`src/rtl/ifetch_pc_sched_pkg.sv`:
```
// Shared types and helpers for the instruction-fetch PC scheduler.
// Thread-indexed types are sized for the largest supported core (16 threads,
// 4-instruction fetch blocks); per-instance widths are derived from parameters.
package ifetch_pc_sched_pkg;

    localparam int MAX_THREADS     = 16;
    localparam int MAX_FETCH_INSTS = 4;

    typedef logic [$clog2(MAX_THREADS)-1:0] local_thread_idx_t;
    typedef logic [MAX_THREADS-1:0]         local_thread_bitmap_t;

    // One fetch as handed from the tag stage to the data stage.
    typedef struct packed {
        logic [31:0]                pc;
        local_thread_idx_t          thread_idx;
        logic [MAX_FETCH_INSTS-1:0] lane_mask;
    } fetch_block_t;

    // Byte-offset width of a fetch block holding fetch_insts 32-bit words.
    function automatic int fetch_offset_bits(input int fetch_insts);
        return $clog2(4 * fetch_insts);
    endfunction

    // One-hot to binary index; an all-zero input yields index 0.
    function automatic local_thread_idx_t oh_to_idx(input local_thread_bitmap_t oh);
        local_thread_idx_t idx;
        idx = '0;
        for (int i = 0; i < MAX_THREADS; i++) begin
            if (oh[i]) begin
                idx = idx | local_thread_idx_t'(i);
            end
        end
        return idx;
    endfunction

endpackage

```
`src/rtl/ifetch_pc_sched_arbiter.sv`:
```
// Thread arbiter for the fetch scheduler: round-robin or fixed priority,
// one-hot grant. Optional starvation guard enabled by IFETCH_STARVATION_GUARD_EN.
module ifetch_thread_arbiter
    import ifetch_pc_sched_pkg::*;
#(
    parameter int NUM_THREADS  = 4,
    parameter int STARVE_LIMIT = 15,
    localparam int TIDX_W      = (NUM_THREADS > 1) ? $clog2(NUM_THREADS) : 1
)(
    input  logic                   clk,
    input  logic                   reset_n,
    input  logic [NUM_THREADS-1:0] eligible_i,
    input  logic                   fixed_prio_i,
    input  logic                   advance_i,
    output logic [NUM_THREADS-1:0] grant_o
);

    logic [TIDX_W-1:0]      ptr_q, ptr_d;
    logic [NUM_THREADS-1:0] rr_grant, fx_grant, base_grant;
    logic                   rr_found;
    int                     rr_idx;

    // Round-robin search starting at the pointer (the thread after the last grant).
    always_comb begin
        rr_grant = '0;
        rr_found = 1'b0;
        rr_idx   = 0;
        for (int k = 0; k < NUM_THREADS; k++) begin
            rr_idx = (int'(ptr_q) + k) % NUM_THREADS;
            if (!rr_found && eligible_i[TIDX_W'(rr_idx)]) begin
                rr_grant[TIDX_W'(rr_idx)] = 1'b1;
                rr_found = 1'b1;
            end
        end
    end

    assign fx_grant   = eligible_i & (~eligible_i + NUM_THREADS'(1));
    assign base_grant = fixed_prio_i ? fx_grant : rr_grant;

`ifdef IFETCH_STARVATION_GUARD_EN
    localparam int CNT_W = $clog2(STARVE_LIMIT + 1);

    logic [NUM_THREADS-1:0] starved;
    logic [NUM_THREADS-1:0] starve_grant;

    generate
        for (genvar gi = 0; gi < NUM_THREADS; gi++) begin : g_cnt
            logic [CNT_W-1:0] cnt_q;
            assign starved[gi] = eligible_i[gi] && (cnt_q >= CNT_W'(STARVE_LIMIT));
            // Count eligible-but-ungranted cycles, saturating at the limit.
            always_ff @(posedge clk or negedge reset_n) begin
                if (!reset_n) begin
                    cnt_q <= '0;
                end else if (!eligible_i[gi] || (grant_o[gi] && advance_i)) begin
                    cnt_q <= '0;
                end else if (!starved[gi]) begin
                    cnt_q <= cnt_q + CNT_W'(1);
                end
            end
        end
    endgenerate

    // A starved thread overrides both modes; lowest starved index first.
    assign starve_grant = starved & (~starved + NUM_THREADS'(1));
    assign grant_o      = (|starved) ? starve_grant : base_grant;
`else
    assign grant_o = base_grant;
`endif

    // Pointer moves past the granted thread only when a fetch actually issues.
    always_comb begin
        ptr_d = ptr_q;
        if (advance_i && (|grant_o)) begin
            ptr_d = TIDX_W'((int'(oh_to_idx(local_thread_bitmap_t'(grant_o))) + 1) % NUM_THREADS);
        end
    end

    // Round-robin pointer register.
    always_ff @(posedge clk or negedge reset_n) begin
        if (!reset_n) begin
            ptr_q <= '0;
        end else begin
            ptr_q <= ptr_d;
        end
    end

endmodule

```
`src/rtl/ifetch_pc_sched.sv`:
```
// Instruction-fetch tag-stage thread scheduler and PC generator.
// Picks one eligible thread per cycle, drives its block-aligned address to the
// tag SRAM/TLB/LRU and registers PC, thread and lane mask for the data stage.
// Optional starvation guard: define IFETCH_STARVATION_GUARD_EN.
module ifetch_pc_sched
    import ifetch_pc_sched_pkg::*;
#(
    parameter int          NUM_THREADS  = 4,
    parameter int          FETCH_INSTS  = 1,
    parameter logic [31:0] RESET_PC     = 32'h0,
    parameter int          STARVE_LIMIT = 15,
    localparam int         TIDX_W       = (NUM_THREADS > 1) ? $clog2(NUM_THREADS) : 1
)(
    input  logic                   clk,
    input  logic                   reset_n,
    input  logic [NUM_THREADS-1:0] ts_fetch_en,
    input  logic                   fetch_block,
    input  logic                   arb_fixed_prio,
    input  logic                   ocd_halt,
    input  logic [TIDX_W-1:0]      ocd_thread,
    input  logic                   ifd_cache_miss,
    input  logic                   ifd_near_miss,
    input  logic [TIDX_W-1:0]      ifd_miss_thread_idx,
    input  logic [31:0]            ifd_miss_pc,
    input  logic [NUM_THREADS-1:0] l2i_wake_bitmap,
    input  logic                   wb_rollback_en,
    input  logic [TIDX_W-1:0]      wb_rollback_thread_idx,
    input  logic [31:0]            wb_rollback_pc,
    output logic                   fetch_en,
    output logic [31:0]            fetch_addr,
    output logic [TIDX_W-1:0]      fetch_thread_idx,
    output logic                   ift_instruction_requested,
    output logic [31:0]            ift_pc_vaddr,
    output logic [TIDX_W-1:0]      ift_thread_idx,
    output logic [FETCH_INSTS-1:0] ift_lane_mask,
    output logic [NUM_THREADS-1:0] wait_threads
);

    localparam int          FETCH_OFFSET_BITS = fetch_offset_bits(FETCH_INSTS);
    localparam logic [31:0] BLK_BYTES         = 32'(4 * FETCH_INSTS);
    localparam logic [31:0] ALIGN_MASK        = ~(BLK_BYTES - 32'd1);

    logic [31:0]            pc_q [NUM_THREADS];
    logic [31:0]            pc_d [NUM_THREADS];
    logic [NUM_THREADS-1:0] wait_q, wait_d;
    logic [NUM_THREADS-1:0] eligible, grant_oh, rb_hit, ms_hit;
    logic [TIDX_W-1:0]      grant_idx, sel_idx;
    logic [31:0]            sel_pc;
    logic [FETCH_INSTS-1:0] lane_mask;
    logic                   req_q, req_d, ift_hit;
    logic [31:0]            ift_pc_q;
    logic [TIDX_W-1:0]      ift_tid_q;
    logic [FETCH_INSTS-1:0] ift_mask_q;

    assign eligible = ts_fetch_en & ~wait_q;
    assign fetch_en = (|eligible) & ~fetch_block & ~ocd_halt;

    ifetch_thread_arbiter #(
        .NUM_THREADS  (NUM_THREADS),
        .STARVE_LIMIT (STARVE_LIMIT)
    ) u_arb (
        .clk          (clk),
        .reset_n      (reset_n),
        .eligible_i   (eligible),
        .fixed_prio_i (arb_fixed_prio),
        .advance_i    (fetch_en),
        .grant_o      (grant_oh)
    );

    assign grant_idx        = TIDX_W'(oh_to_idx(local_thread_bitmap_t'(grant_oh)));
    assign sel_idx          = ocd_halt ? ocd_thread : grant_idx;
    assign fetch_thread_idx = sel_idx;
    assign fetch_addr       = sel_pc & ALIGN_MASK;

    // PC of the thread steering the address mux (debugger thread when halted).
    always_comb begin
        sel_pc = pc_q[0];
        for (int t = 1; t < NUM_THREADS; t++) begin
            if (sel_idx == TIDX_W'(t)) begin
                sel_pc = pc_q[t];
            end
        end
    end

    // Lanes at or above the word offset of the PC inside its block are valid.
    generate
        if (FETCH_INSTS == 1) begin : g_single_lane
            assign lane_mask = 1'b1;
        end else begin : g_multi_lane
            logic [FETCH_OFFSET_BITS-3:0] word_off;
            assign word_off = sel_pc[FETCH_OFFSET_BITS-1:2];
            for (genvar gi = 0; gi < FETCH_INSTS; gi++) begin : g_lane
                assign lane_mask[gi] = (word_off <= (FETCH_OFFSET_BITS-2)'(gi));
            end
        end
    endgenerate

    // Per-thread redirect hits and sleep tracking; wake beats a same-cycle sleep.
    generate
        for (genvar gi = 0; gi < NUM_THREADS; gi++) begin : g_thr
            assign rb_hit[gi] = wb_rollback_en && (wb_rollback_thread_idx == TIDX_W'(gi));
            assign ms_hit[gi] = (ifd_cache_miss || ifd_near_miss)
                                && (ifd_miss_thread_idx == TIDX_W'(gi));
            assign wait_d[gi] = (wait_q[gi] | (ifd_cache_miss
                                && (ifd_miss_thread_idx == TIDX_W'(gi))))
                                & ~l2i_wake_bitmap[gi];
        end
    endgenerate

    // Next PC per thread: rollback, then miss replay, then sequential advance.
    always_comb begin
        for (int t = 0; t < NUM_THREADS; t++) begin
            pc_d[t] = pc_q[t];
            if (rb_hit[t]) begin
                pc_d[t] = wb_rollback_pc;
            end else if (ms_hit[t]) begin
                pc_d[t] = ifd_miss_pc;
            end else if (fetch_en && grant_oh[t]) begin
                pc_d[t] = (pc_q[t] & ALIGN_MASK) + BLK_BYTES;
            end
        end
    end

    // A fetch whose own thread is redirected this cycle is never requested.
    assign req_d   = fetch_en & ~(|((rb_hit | ms_hit) & grant_oh));

    // Redirect of the thread already in the output register squashes that fetch.
    assign ift_hit = (wb_rollback_en && (wb_rollback_thread_idx == ift_tid_q))
                     || ((ifd_cache_miss || ifd_near_miss) && (ifd_miss_thread_idx == ift_tid_q));

    // Per-thread PC registers.
    always_ff @(posedge clk or negedge reset_n) begin
        if (!reset_n) begin
            for (int t = 0; t < NUM_THREADS; t++) begin
                pc_q[t] <= RESET_PC;
            end
        end else begin
            for (int t = 0; t < NUM_THREADS; t++) begin
                pc_q[t] <= pc_d[t];
            end
        end
    end

    // Tag-stage output register and sleep bitmap.
    always_ff @(posedge clk or negedge reset_n) begin
        if (!reset_n) begin
            req_q      <= 1'b0;
            ift_pc_q   <= 32'h0;
            ift_tid_q  <= '0;
            ift_mask_q <= '0;
            wait_q     <= '0;
        end else begin
            req_q      <= req_d;
            ift_pc_q   <= sel_pc;
            ift_tid_q  <= sel_idx;
            ift_mask_q <= lane_mask;
            wait_q     <= wait_d;
        end
    end

    assign ift_instruction_requested = req_q & ~ift_hit;
    assign ift_pc_vaddr              = ift_pc_q;
    assign ift_thread_idx            = ift_tid_q;
    assign ift_lane_mask             = ift_mask_q;
    assign wait_threads              = wait_q;

endmodule
```
`config.mk`:
```
export PLATFORM = sky130hd
export DESIGN_NAME = ifetch_pc_sched
export DESIGN_NICKNAME = d
export VERILOG_FILES = /design/src/rtl/ifetch_pc_sched_pkg.sv /design/src/rtl/ifetch_pc_sched_arbiter.sv /design/src/rtl/ifetch_pc_sched.sv
export SDC_FILE = /design/constraint.sdc
export NUM_CORES = 1
export LEC_CHECK = 0
export ABC_AREA = 1
export CORE_MARGIN = 8
export CORE_UTILIZATION = 35
export CTS_CLUSTER_SIZE = 8
export DETAILED_ROUTE_END_ITERATION = 10
export GPL_TIMING_DRIVEN = 0
export PLACE_DENSITY_LB_ADDON = 0.2
export SYNTH_ARGS = -nofsm -noshare
export SYNTH_HDL_FRONTEND = slang
export SYNTH_SLANG_ARGS = --single-unit
```
`constraint.sdc`:
```
create_clock -name clk -period 4.35 [get_ports clk]
set_clock_uncertainty 0.2 [all_clocks]
set_input_delay 0.6525 -clock clk [delete_from_list [all_inputs] [get_ports clk]]
set_output_delay 0.6525 -clock clk [all_outputs]
set_load 0.05 [all_outputs]
```
==> results of run 1 <==
[worst max-delay path, stage by stage, from the launching register on]
cell and delay, ps:
dfrtp_2 390, clkinvlp_4 120, buf_6 150, ha_4 160, or2_1 220, nand4_1 80, nand2_1 70, nor2_2 100
nand2_2 80, a21oi_4 240, nand2_4 100, nand2_8 100, nand2_8 80, nand2_4 110, clkinvlp_4 220, buf_12 220
buf_6 130, nand2_1 70, nand2_2 60, buf_4 140, buf_8 140
[layout make-up]
class	count	area (µm²)	area share [%]
Tap cell	468	586	3.56
Clock inverter	10	164	0.995
Buffer	118	671	4.07
Inverter	237	902	5.48
Antenna cell	6	15.0	0.0912
Sequential cell	170	4260	25.8
Multi-Input combinational cell	1410	7490	45.5
Clock buffer	22	484	2.94
Timing Repair Buffer	190	1900	11.5
[cell usage after synthesis (all sizes together)]
| master | number |
|---|---|
| clkinv | 1 |
| xnor2 | 4 |
| o221ai | 17 |
| nand4 | 19 |
| ha | 12 |
| nor3 | 58 |
| o21bai | 1 |
| nor2 | 122 |
| a41oi | 2 |
| o311ai | 3 |
| dfrtp | 170 |
| clkbuf | 55 |
| inv | 236 |
| a211oi | 8 |
| nand3b | 4 |
| conb | 2 |
| a21boi | 3 |
| o211ai | 104 |
| buf | 66 |
| nand2 | 500 |
| o31ai | 1 |
| xor2 | 44 |
| nor3b | 2 |
| a22oi | 12 |
| a31oi | 5 |
| a221oi | 2 |
| or2 | 15 |
| o22ai | 13 |
| nand3 | 163 |
| a21oi | 80 |
| nor4 | 15 |
| o21ai | 197 |
[cells by family (layout without fill, tap and decap cells)]
| family | after synthesis | in the layout |
|---|---|---|
| other | 2 | 9 |
| xor gates and xnor gates | 48 | 48 |
| buffers and inverters | 358 | 577 |
| DFF | 170 | 170 |
| adders and majority gates | 12 | 12 |
| AOI/OAI and AO/OA | 448 | 448 |
| and+or+nand+nor | 898 | 899 |
[path summary, 6_finish.rpt]
| kind | cells after the start | endpoint | start |
|---|---|---|---|
| worst min register to register | 2 | pc_q[0] | pc_q[0] |
| worst min-delay path | 1 | pc_q[40] | reset_n |
| worst max register to register | 17 | pc_q[25] | u_arb.ptr_q[0] |
| max in group asynchronous | 2 | pc_q[114] | reset_n |
| worst max-delay path | 20 | fetch_addr[8] | u_arb.ptr_q[1] |
| min in group clk | 2 | pc_q[0] | pc_q[0] |
[report_power, final]
part	switching, W	leakage [nW]	internal, W	total (W)
clock network	0.000716	0.305	0.00102	0.00174
registers	0.000674	2.06	0.00220	0.00287
logic	0.00422	5.04	0.00223	0.00646
total	0.00561	7.41	0.00546	0.0111
[state kept, by name (all words and copies together) (netlist names)]
signal          flops
ift_thread_idx      2
wait_threads        4
u_arb.ptr_q         2
req_q               1
ift_pc_vaddr       32
ift_lane_mask       1
pc_q              128
[what timing repair did]
action | CTS | global route
resized for setup | 245 | 69
buffers inserted | 17 | 12
pin swaps | 10 | 23
gates cloned | 2 | 1
endpoints found under the setup margin | 32 | 31
[cells in the final DEF, fill, tap and decap left out, drive strengths merged, types with 44 or more instances in the layout]
cell type / netlist / routed
a21oi: 80 / 80
buf: 66 / 124
clkbuf: 55 / 79
clkdlybuf4s50: 0 / 122
dfrtp: 170 / 170
inv: 236 / 234
nand2: 500 / 501
nand3: 163 / 163
nor2: 122 / 122
nor3: 58 / 58
o211ai: 104 / 104
o21ai: 197 / 197
xor2: 44 / 44
[routing by layer]
| layer | GRT usage, % | up-vias |
|---|---|---|
| li1 | - | 6895 |
| met1 | 39.6 | 7331 |
| met2 | 42.3 | 990 |
| met3 | 10.4 | 204 |
| met4 | 18.4 | 6 |
| met5 | 0 | - |
[stage by stage]
step | instances | instance area (µm²) | hold slack (ps)
floorplan | 1937 | 13000 | 157
global placement | 2563 | 15200 | 256
detailed placement | 2564 | 15200 | 260
CTS | 2615 | 16100 | 30.6
global route | 2625 | 16500 | 63.4
finish | 2631 | 16500 | 8.09
==> impl_results.md, run 1 <==
* Die area at 0.0435 mm²
* Power Total at 0.0111 W
* Met2 Wirelength at 27400 µm
* Max-cap violations at 0
* Clock period minus worst slack at 4290 ps
* Global route overflow at 0
* Total number of yosys warnings at 0
* Post-synth top area cell: dfrtp_1
* Detailed-placement wirelength estimate at 50100 µm
* Detailed Route Iter0 Violations at 2110
* Area contributors post-synth: dfrtp_1 33%, nand2_1 14%, o21ai_0 7.5%
* Routed Antenna Nets at 0
* Register-to-Register Setup Slack at 1130 ps
* First-pass GRT wire length at 97500 µm
* Status: completed
* Hold WC Path Type: in2async
* DRT met1 WL at 27300 µm
* Pre-antenna DRT Iters at 6
* Post-Synth Simple-Gate Area at 30.3%
* Uppermost layer routed: met5
* Clock sinks at 170
* GP Congestion at 1.06
* Largest family of logic cells by synthesized area: simple AND/OR/NAND/NOR gates
* Die width at 209 µm
* Area share of the largest cell type after synthesis at 32.7%
* Final Hold Viols at 0
* Total Wirelength at 67600 µm
* Setup-failing EPs final at 0
* DRC violations left at 0
* Vias in the first global route at 14262
* Seq/Total Area, Yosys at 32.7%
* Via density at 5.86
* Root buffer cell: clkbuf_16
* CP startpoint kind: flop
* Critical Path AT at 3430 ps
* Cell Pwr Density at 672 mW/mm²
* Initial antenna violation count at 5
* Hold_buf cts at 0
* Compound-Gate Fraction of Synth Area at 20.8%
* Worst Setup End Kind: primary output
* Met3 routed WL at 8480 µm
* Final #Nets at 2242
* Maximum number of pins on one net before global-route repair at 91
* Worst Tran Pin Value at 1170 ps
* DR vias at 15426
* Adder-cell share of the synthesized area at 1.16%
* Kind of critical path: reg2out
* DIE HEIGHT at 209 µm
* Fin. max-slew vios at 0
* Max rail drop VDD at 0.522 mV
* Clock slew at reported path FFs at 70 ps
* Io pins at 161
* Critical Path Fanout Max at 6
* Yosys cell types at 46
* Synthesized cell area at 0.0130 mm²
* Final Worst Setup Slack at 62.6 ps
* Row count at 70
* Max-slew headroom at 22.0%
* Utilization after layout at 45.0%
* P_leak at 7.41 nW
* Fmax at 0.233 GHz
* Initial Util at 35.5%
* Period utilisation layout at 98.6%
* RSZ-0062 raised after global routing: yes
* Port-buffer cells at 158
* Post-Syn Instances at 1936
* Clk Latency, worst-skew pair at 460 ps
* Register bit total from synthesis at 170
* Xor and xnor area share after synthesis at 3.24%
* H-tree Lvls at 4
* Ratio of cells with drive above 1 in the final layout at 12.6%
* CTS Buf Count at 17
* DP Worst Slack at -1070 ps
* Wire per inst at 25.7 µm
* WP data required at 3500 ps
* Max Root-Sink Buffers at 2
* Mux contribution to synthesized area at 0%
* Area grow syn2layout at 26.8%
* Setup TNS at 0 ps
* Fill count at 3898
* GRT Overall Usage at 30.3%
* CTS tree: done
* Synth Area per Inst at 6.71 µm²
* CORE AREA at 0.0366 mm²
Power figures use the tool's default switching activity.
==> run 2, diff against run 1 <==
--- a/config.mk
+++ b/config.mk
@@ -12,6 +12,7 @@
 export DETAILED_ROUTE_END_ITERATION = 10
 export GPL_TIMING_DRIVEN = 0
 export PLACE_DENSITY_LB_ADDON = 0.2
+export SKIP_CTS_REPAIR_TIMING = 1
 export SYNTH_ARGS = -nofsm -noshare
 export SYNTH_HDL_FRONTEND = slang
 export SYNTH_SLANG_ARGS = --single-unit
==> impl_results.md, run 2 (synthesized netlist as in run 1, its figures left out) <==
* Die area at 0.0435 mm² (unchanged)
* RSZ-0062 raised after global routing: yes
* Detailed-placement wirelength estimate at 50100 µm (unchanged)
* Kind of critical path: reg2out
* Biggest register: pc_q
* Final #Nets at 2243 (+0.045%)
* Most frequent cells in the layout: 423 x nand2_1, 229 x inv_1, 192 x o21ai_0, 168 x dfrtp_1, 150 x nand3_1
* Critical Path AT at 3470 ps (+40 ps)
* Max Root-Sink Buffers at 2 (unchanged)
* GRT Overall Usage at 30.1% (-0.18 points)
* Setup TNS at 0 ps (unchanged)
* Number of flip-flops under the largest register name at 128 (unchanged)
* Wire per inst at 25.9 µm (+0.64%)
* Clock period minus worst slack at 4330 ps (+39.7 ps)
* CTS Buf Count at 17 (unchanged)
* GP Congestion at 1.06 (unchanged)
* Ratio of cells with drive above 1 in the final layout at 13.4% (+0.83 points)
* Row count at 70 (unchanged)
* Worst Setup End Kind: primary output
* Initial Util at 35.5% (unchanged)
* Critical Path Fanout Max at 10 (+4)
* Final Hold Viols at 0 (unchanged)
* P_leak at 7.49 nW (+1.1%)
* Fill count at 3854 (-1.1%)
* DRC violations left at 0 (unchanged)
* Cell Pwr Density at 675 mW/mm² (+0.41%)
* DP Worst Slack at -1070 ps (unchanged)
* First-pass GRT wire length at 96800 µm (-0.80%)
* Maximum number of pins on one net before global-route repair at 91 (unchanged)
* Fin. max-slew vios at 0 (unchanged)
* Clock slew at reported path FFs at 60 ps (about the same)
* Total Wirelength at 68100 µm (+0.71%)
* DR vias at 15435 (+0.058%)
* CP startpoint kind: flop
* Worst Tran Pin Value at 1210 ps (+44.5 ps)
* Initial antenna violation count at 3 (-2)
* Area grow syn2layout at 28.0%
* Port-buffer cells at 158 (unchanged)
* Routed Antenna Nets at 0 (unchanged)
* Fmax at 0.231 GHz (-0.92%)
* Max rail drop VDD at 0.456 mV (-13%)
* H-tree Lvls at 4 (unchanged)
* Global route overflow at 0 (unchanged)
* CORE AREA at 0.0366 mm² (unchanged)
* Setup-failing EPs final at 0 (unchanged)
* Worst-case reg-to-reg path depth at 16 (-1)
* Clock sinks at 170 (unchanged)
* Status: completed
* Design area at 0.0166 mm² (+0.98%)
* Hold WC Path Type: in2async
* Max-slew headroom at 19.0% (-3.0 points)
* Clk Latency, worst-skew pair at 460 ps (about the same)
* DIE HEIGHT at 209 µm (unchanged)
* Most common cell after layout, fill and taps aside: nand2_1
* Die width at 209 µm (unchanged)
* Placed inst area at 0.0152 mm² (unchanged)
* Vias in the first global route at 14097 (-1.2%)
* WP data required at 3500 ps (about the same)
* Power Total at 0.0112 W (+1.4%)
* CTS tree: done
* Period utilisation layout at 99.5% (+0.91 points)
* Root buffer cell: clkbuf_16
* Io pins at 161 (unchanged)
* Via density at 5.86 (about the same)
* Final Worst Setup Slack at 22.9 ps (-39.7 ps)
* Detailed Route Iter0 Violations at 2105 (-0.24%)
* Pre-antenna DRT Iters at 7 (+1)
* Max-cap violations at 0 (unchanged)
run 2: cell type report:
class,instances,area (µm²),share of cell area [%]
Antenna cell,7,17.5,0.105
Buffer,120,707,4.25
Clock buffer,22,484,2.91
Clock inverter,10,164,0.986
Inverter,237,900,5.41
Multi-Input combinational cell,1409,7570,45.5
Sequential cell,170,4260,25.6
Tap cell,468,586,3.52
Timing Repair Buffer,190,1950,11.7
run 2: worst paths after layout:
path | startpoint | to | slack (ps)
worst max-delay path | u_arb.ptr_q[1] | fetch_addr[10] | 20
worst max register to register | u_arb.ptr_q[1] | pc_q[28] | 1000
min in group clk | pc_q[1] | pc_q[1] | 280
worst min-delay path | reset_n | pc_q[42] | 10
max in group asynchronous | reset_n | ift_pc_vaddr[18] | 3000
worst min register to register | pc_q[1] | pc_q[1] | 280
run 2: stage by stage:
| step | hold slack [ps] | cells | utilization [%] |
|---|---|---|---|
| 6_report | 9.70 | 2633 | 45.4 |
| 4_1_cts | 30.6 | 2596 | 43.3 |
| 5_1_grt | 65.9 | 2626 | 45.4 |
| 3_3_place_gp | 256 | 2563 | 41.4 |
| 3_5_place_dp | 260 | 2564 | 41.5 |
| 2_1_floorplan | 157 | 1937 | - |
run 2: power breakdown:
group,internal [W],switching (W)
Sequential,0.00220,0.000673
Clock,0.00102,0.000719
Combinational,0.00232,0.00429
Total,0.00554,0.00568
run 2: critical path, cell delays in order, from the launching register on:
cell and delay [ps]:
dfrtp_2 410, clkinvlp_4 160, ha_4 320, inv_2 60, nand3_2 80, nand2_4 60
nand3_4 70, nor2_1 50, nor2_2 120, nand2_2 80, a21oi_4 280, nand3_2 130
nand2_4 160, buf_6 180, nand3_1 120, nand2_1 150, inv_1 70, nand2_2 120
nand2_2 100, buf_4 150, buf_6 140
run 2: layer usage:
layer | GRT usage, % | vias to the layer above | part of all wire [%]
met1 | 39.9 | 7383 | 40
li1 | - | 6894 | -
met3 | 9.61 | 174 | 13
met5 | 0 | - | 0.038
met4 | 17.9 | 4 | 6.0
met2 | 42.1 | 980 | 41
==> run 3, diff against run 2 <==
--- a/config.mk
+++ b/config.mk
@@ -6,7 +6,7 @@
 export NUM_CORES = 1
 export LEC_CHECK = 0
 export ABC_AREA = 1
-export CORE_MARGIN = 8
+export CORE_MARGIN = 2
 export CORE_UTILIZATION = 35
 export CTS_CLUSTER_SIZE = 8
 export DETAILED_ROUTE_END_ITERATION = 10
==> impl_results.md, run 3 (synthesized netlist as in run 1, its figures left out) <==
* Number of flip-flops under the largest register name at 128 (unchanged)
* DR vias at 15428 (-0.045%)
* Area grow syn2layout at 31.1%
* Initial Util at 35.5% (unchanged)
* Uppermost layer routed: met4
* Met3 routed WL at 7830 µm (-8.5%)
* Utilization after layout at 46.5% (+1.1 points)
* Worst-path cell chain: clkinvlp_4 > ha_4 > inv_4 > nand3_4 > nand2_4 > nand3_4 > nor2_2 > nor2_1 > nand2_1 > a21oi_4 > nand3_2 > nand2_4 > buf_8 > nand3_2 > nand2_2 > inv_1 > nand2_1 > nand2_2 > buf_4 > buf_4
* Row count at 70 (unchanged)
* Final Worst Setup Slack at -64.0 ps (-87.0 ps)
* Power Total at 0.0115 W (+2.1%)
* CTS Buf Count at 17 (unchanged)
* Placed Cells at 2564 (unchanged)
* CP max stage cell: dfrtp_2
* Root buffer cell: clkbuf_16
* Fill count at 3826 (-0.73%)
* Routed Antenna Nets at 0 (unchanged)
* Fin. max-slew vios at 0 (unchanged)
* Cell Pwr Density at 673 mW/mm² (-0.31%)
* Die width at 197 µm (-5.8%)
* Worst Setup End Kind: primary output
* P_leak at 7.56 nW (+0.89%)
* H-tree Lvls at 4 (unchanged)
* Ratio of cells with drive above 1 in the final layout at 15.4% (+2.0 points)
* WP data required at 3500 ps (about the same)
* Clk Latency, worst-skew pair at 480 ps (+20 ps)
* Status: finished, violations left
* Maximum number of pins on one net before global-route repair at 103 (+13%)
* Final Hold Viols at 0 (unchanged)
* RSZ-0062 raised after global routing: yes
* Clock slew at reported path FFs at 70 ps (about the same)
* Detailed-placement wirelength estimate at 51600 µm (+2.9%)
* Critical Path AT at 3560 ps (+90 ps)
* Vias in the first global route at 14069 (-0.20%)
* CP startpoint kind: flop
* Worst Tran Pin Value at 1180 ps (-26.0 ps)
* First-pass GRT wire length at 97700 µm (+0.96%)
* Via density at 5.87 (+0.14%)
* DRT met1 WL at 29100 µm (+5.7%)
* Port-buffer cells at 158 (unchanged)
* Kind of critical path: reg2out
* Max-slew headroom at 20.8% (+1.7 points)
* CTS tree: done
* Clock sinks at 170 (unchanged)
* Die area at 0.0387 mm² (-11%)
* CORE AREA at 0.0366 mm² (unchanged)
* Setup TNS at -64.0 ps (-64.0 ps)
* DRC violations left at 0 (unchanged)
* Global route overflow at 0 (unchanged)
* Total Wirelength at 69800 µm (+2.4%)
* Worst path max stage delay at 410 ps (about the same)
* Max-cap violations at 0 (unchanged)
* Top delay family on crit path: simple AND/OR/NAND/NOR gates
* Pre-antenna DRT Iters at 8 (+1)
* Clock period minus worst slack at 4410 ps (+87.0 ps)
* Hold WC Path Type: reg2reg
* DIE HEIGHT at 197 µm (-5.8%)
* Wire per inst at 26.5 µm (+2.6%)
* Met2 Wirelength at 28500 µm (+2.1%)
* GRT Overall Usage at 35.5% (+5.4 points)
* Fmax at 0.227 GHz (-2.0%)
* Detailed Route Iter0 Violations at 1966 (-6.6%)
* Period utilisation layout at 101% (+2.0 points)
* Setup-failing EPs final at 1 (+1)
* Most common cell after layout, fill and taps aside: nand2_1
* Post-Layout Cell Count at 2628 (-0.19%)
* Violated checks: negative setup slack
* Biggest register: pc_q
* CP bufs+invs at 6 (unchanged)
* Max rail drop VDD at 0.533 mV (+17%)
* Final #Nets at 2243 (unchanged)
* Io pins at 161 (unchanged)
* Critical Path Fanout Max at 10 (unchanged)
* GP Congestion at 1.09 (+3.1%)
* Max Root-Sink Buffers at 2 (unchanged)
* Initial antenna violation count at 6 (+3)
* Most frequent cells in the layout: 377 x nand2_1, 223 x inv_1, 192 x o21ai_0, 168 x dfrtp_1, 150 x nand3_1
==> run 3: worst paths after layout <==
check,from,endpoint,slack (ps),cells past startpoint
worst min-delay path,pc_q[0],pc_q[0],280,2
worst max register to register,u_arb.ptr_q[1],pc_q[29],860,16
worst max-delay path,u_arb.ptr_q[1],fetch_addr[10],-60,20
min in group asynchronous,reset_n,pc_q[59],510,2
max in group asynchronous,reset_n,pc_q[116],2450,3
worst min register to register,pc_q[0],pc_q[0],280,2
==> run 3: power by group <==
part	internal, W	total [W]	switching (W)
combinational	0.00255	0.00703	0.00448
clock	0.000807	0.00153	0.000724
sequential	0.00220	0.00290	0.000703
total	0.00556	0.0115	0.00590
==> run 3: worst reg2reg max path, cell delays in order, from the launching register on <==
cell and delay [ps]:
dfrtp_2 410, clkinvlp_4 180, ha_4 360, nand3_1 130, nand2_4 110, nand2_2 70
nor2_4 120, nand3b_1 80, nand2_1 130, a21oi_4 110, buf_4 170, inv_1 40
nand2_1 100, nand2_1 140, buf_2 250, clkbuf_1 540, o21ai_0 190
==> run 3: cell type report <==
class	instances	area, µm²	area share, %
flip-flops and latches	170	4260	25.0
clock inverters	8	72.6	0.426
plain buffers	102	626	3.67
inverters	237	900	5.28
clock buffers	22	464	2.72
repair buffers	208	2210	12.9
well taps	468	586	3.44
multi-input cells	1409	7920	46.5
diodes	4	10.0	0.0588
==> run 3: layer usage <==
layer  GRT usage (%)  vias up
li1                -     6882
met1            48.7     7426
met2            49.8      951
met3            9.72      169
met4            20.6        0
met5               0        -
==> run 3: stage by stage <==
step	worst slack (ps)	hold WS [ps]	instance area (µm²)
after global placement	-5820	257	15200
after detailed placement	-1050	260	15200
final	-64.0	278	17000
after CTS	-1490	-33.1	15700
after global routing	-220	318	17000
after floorplan	685	157	13000
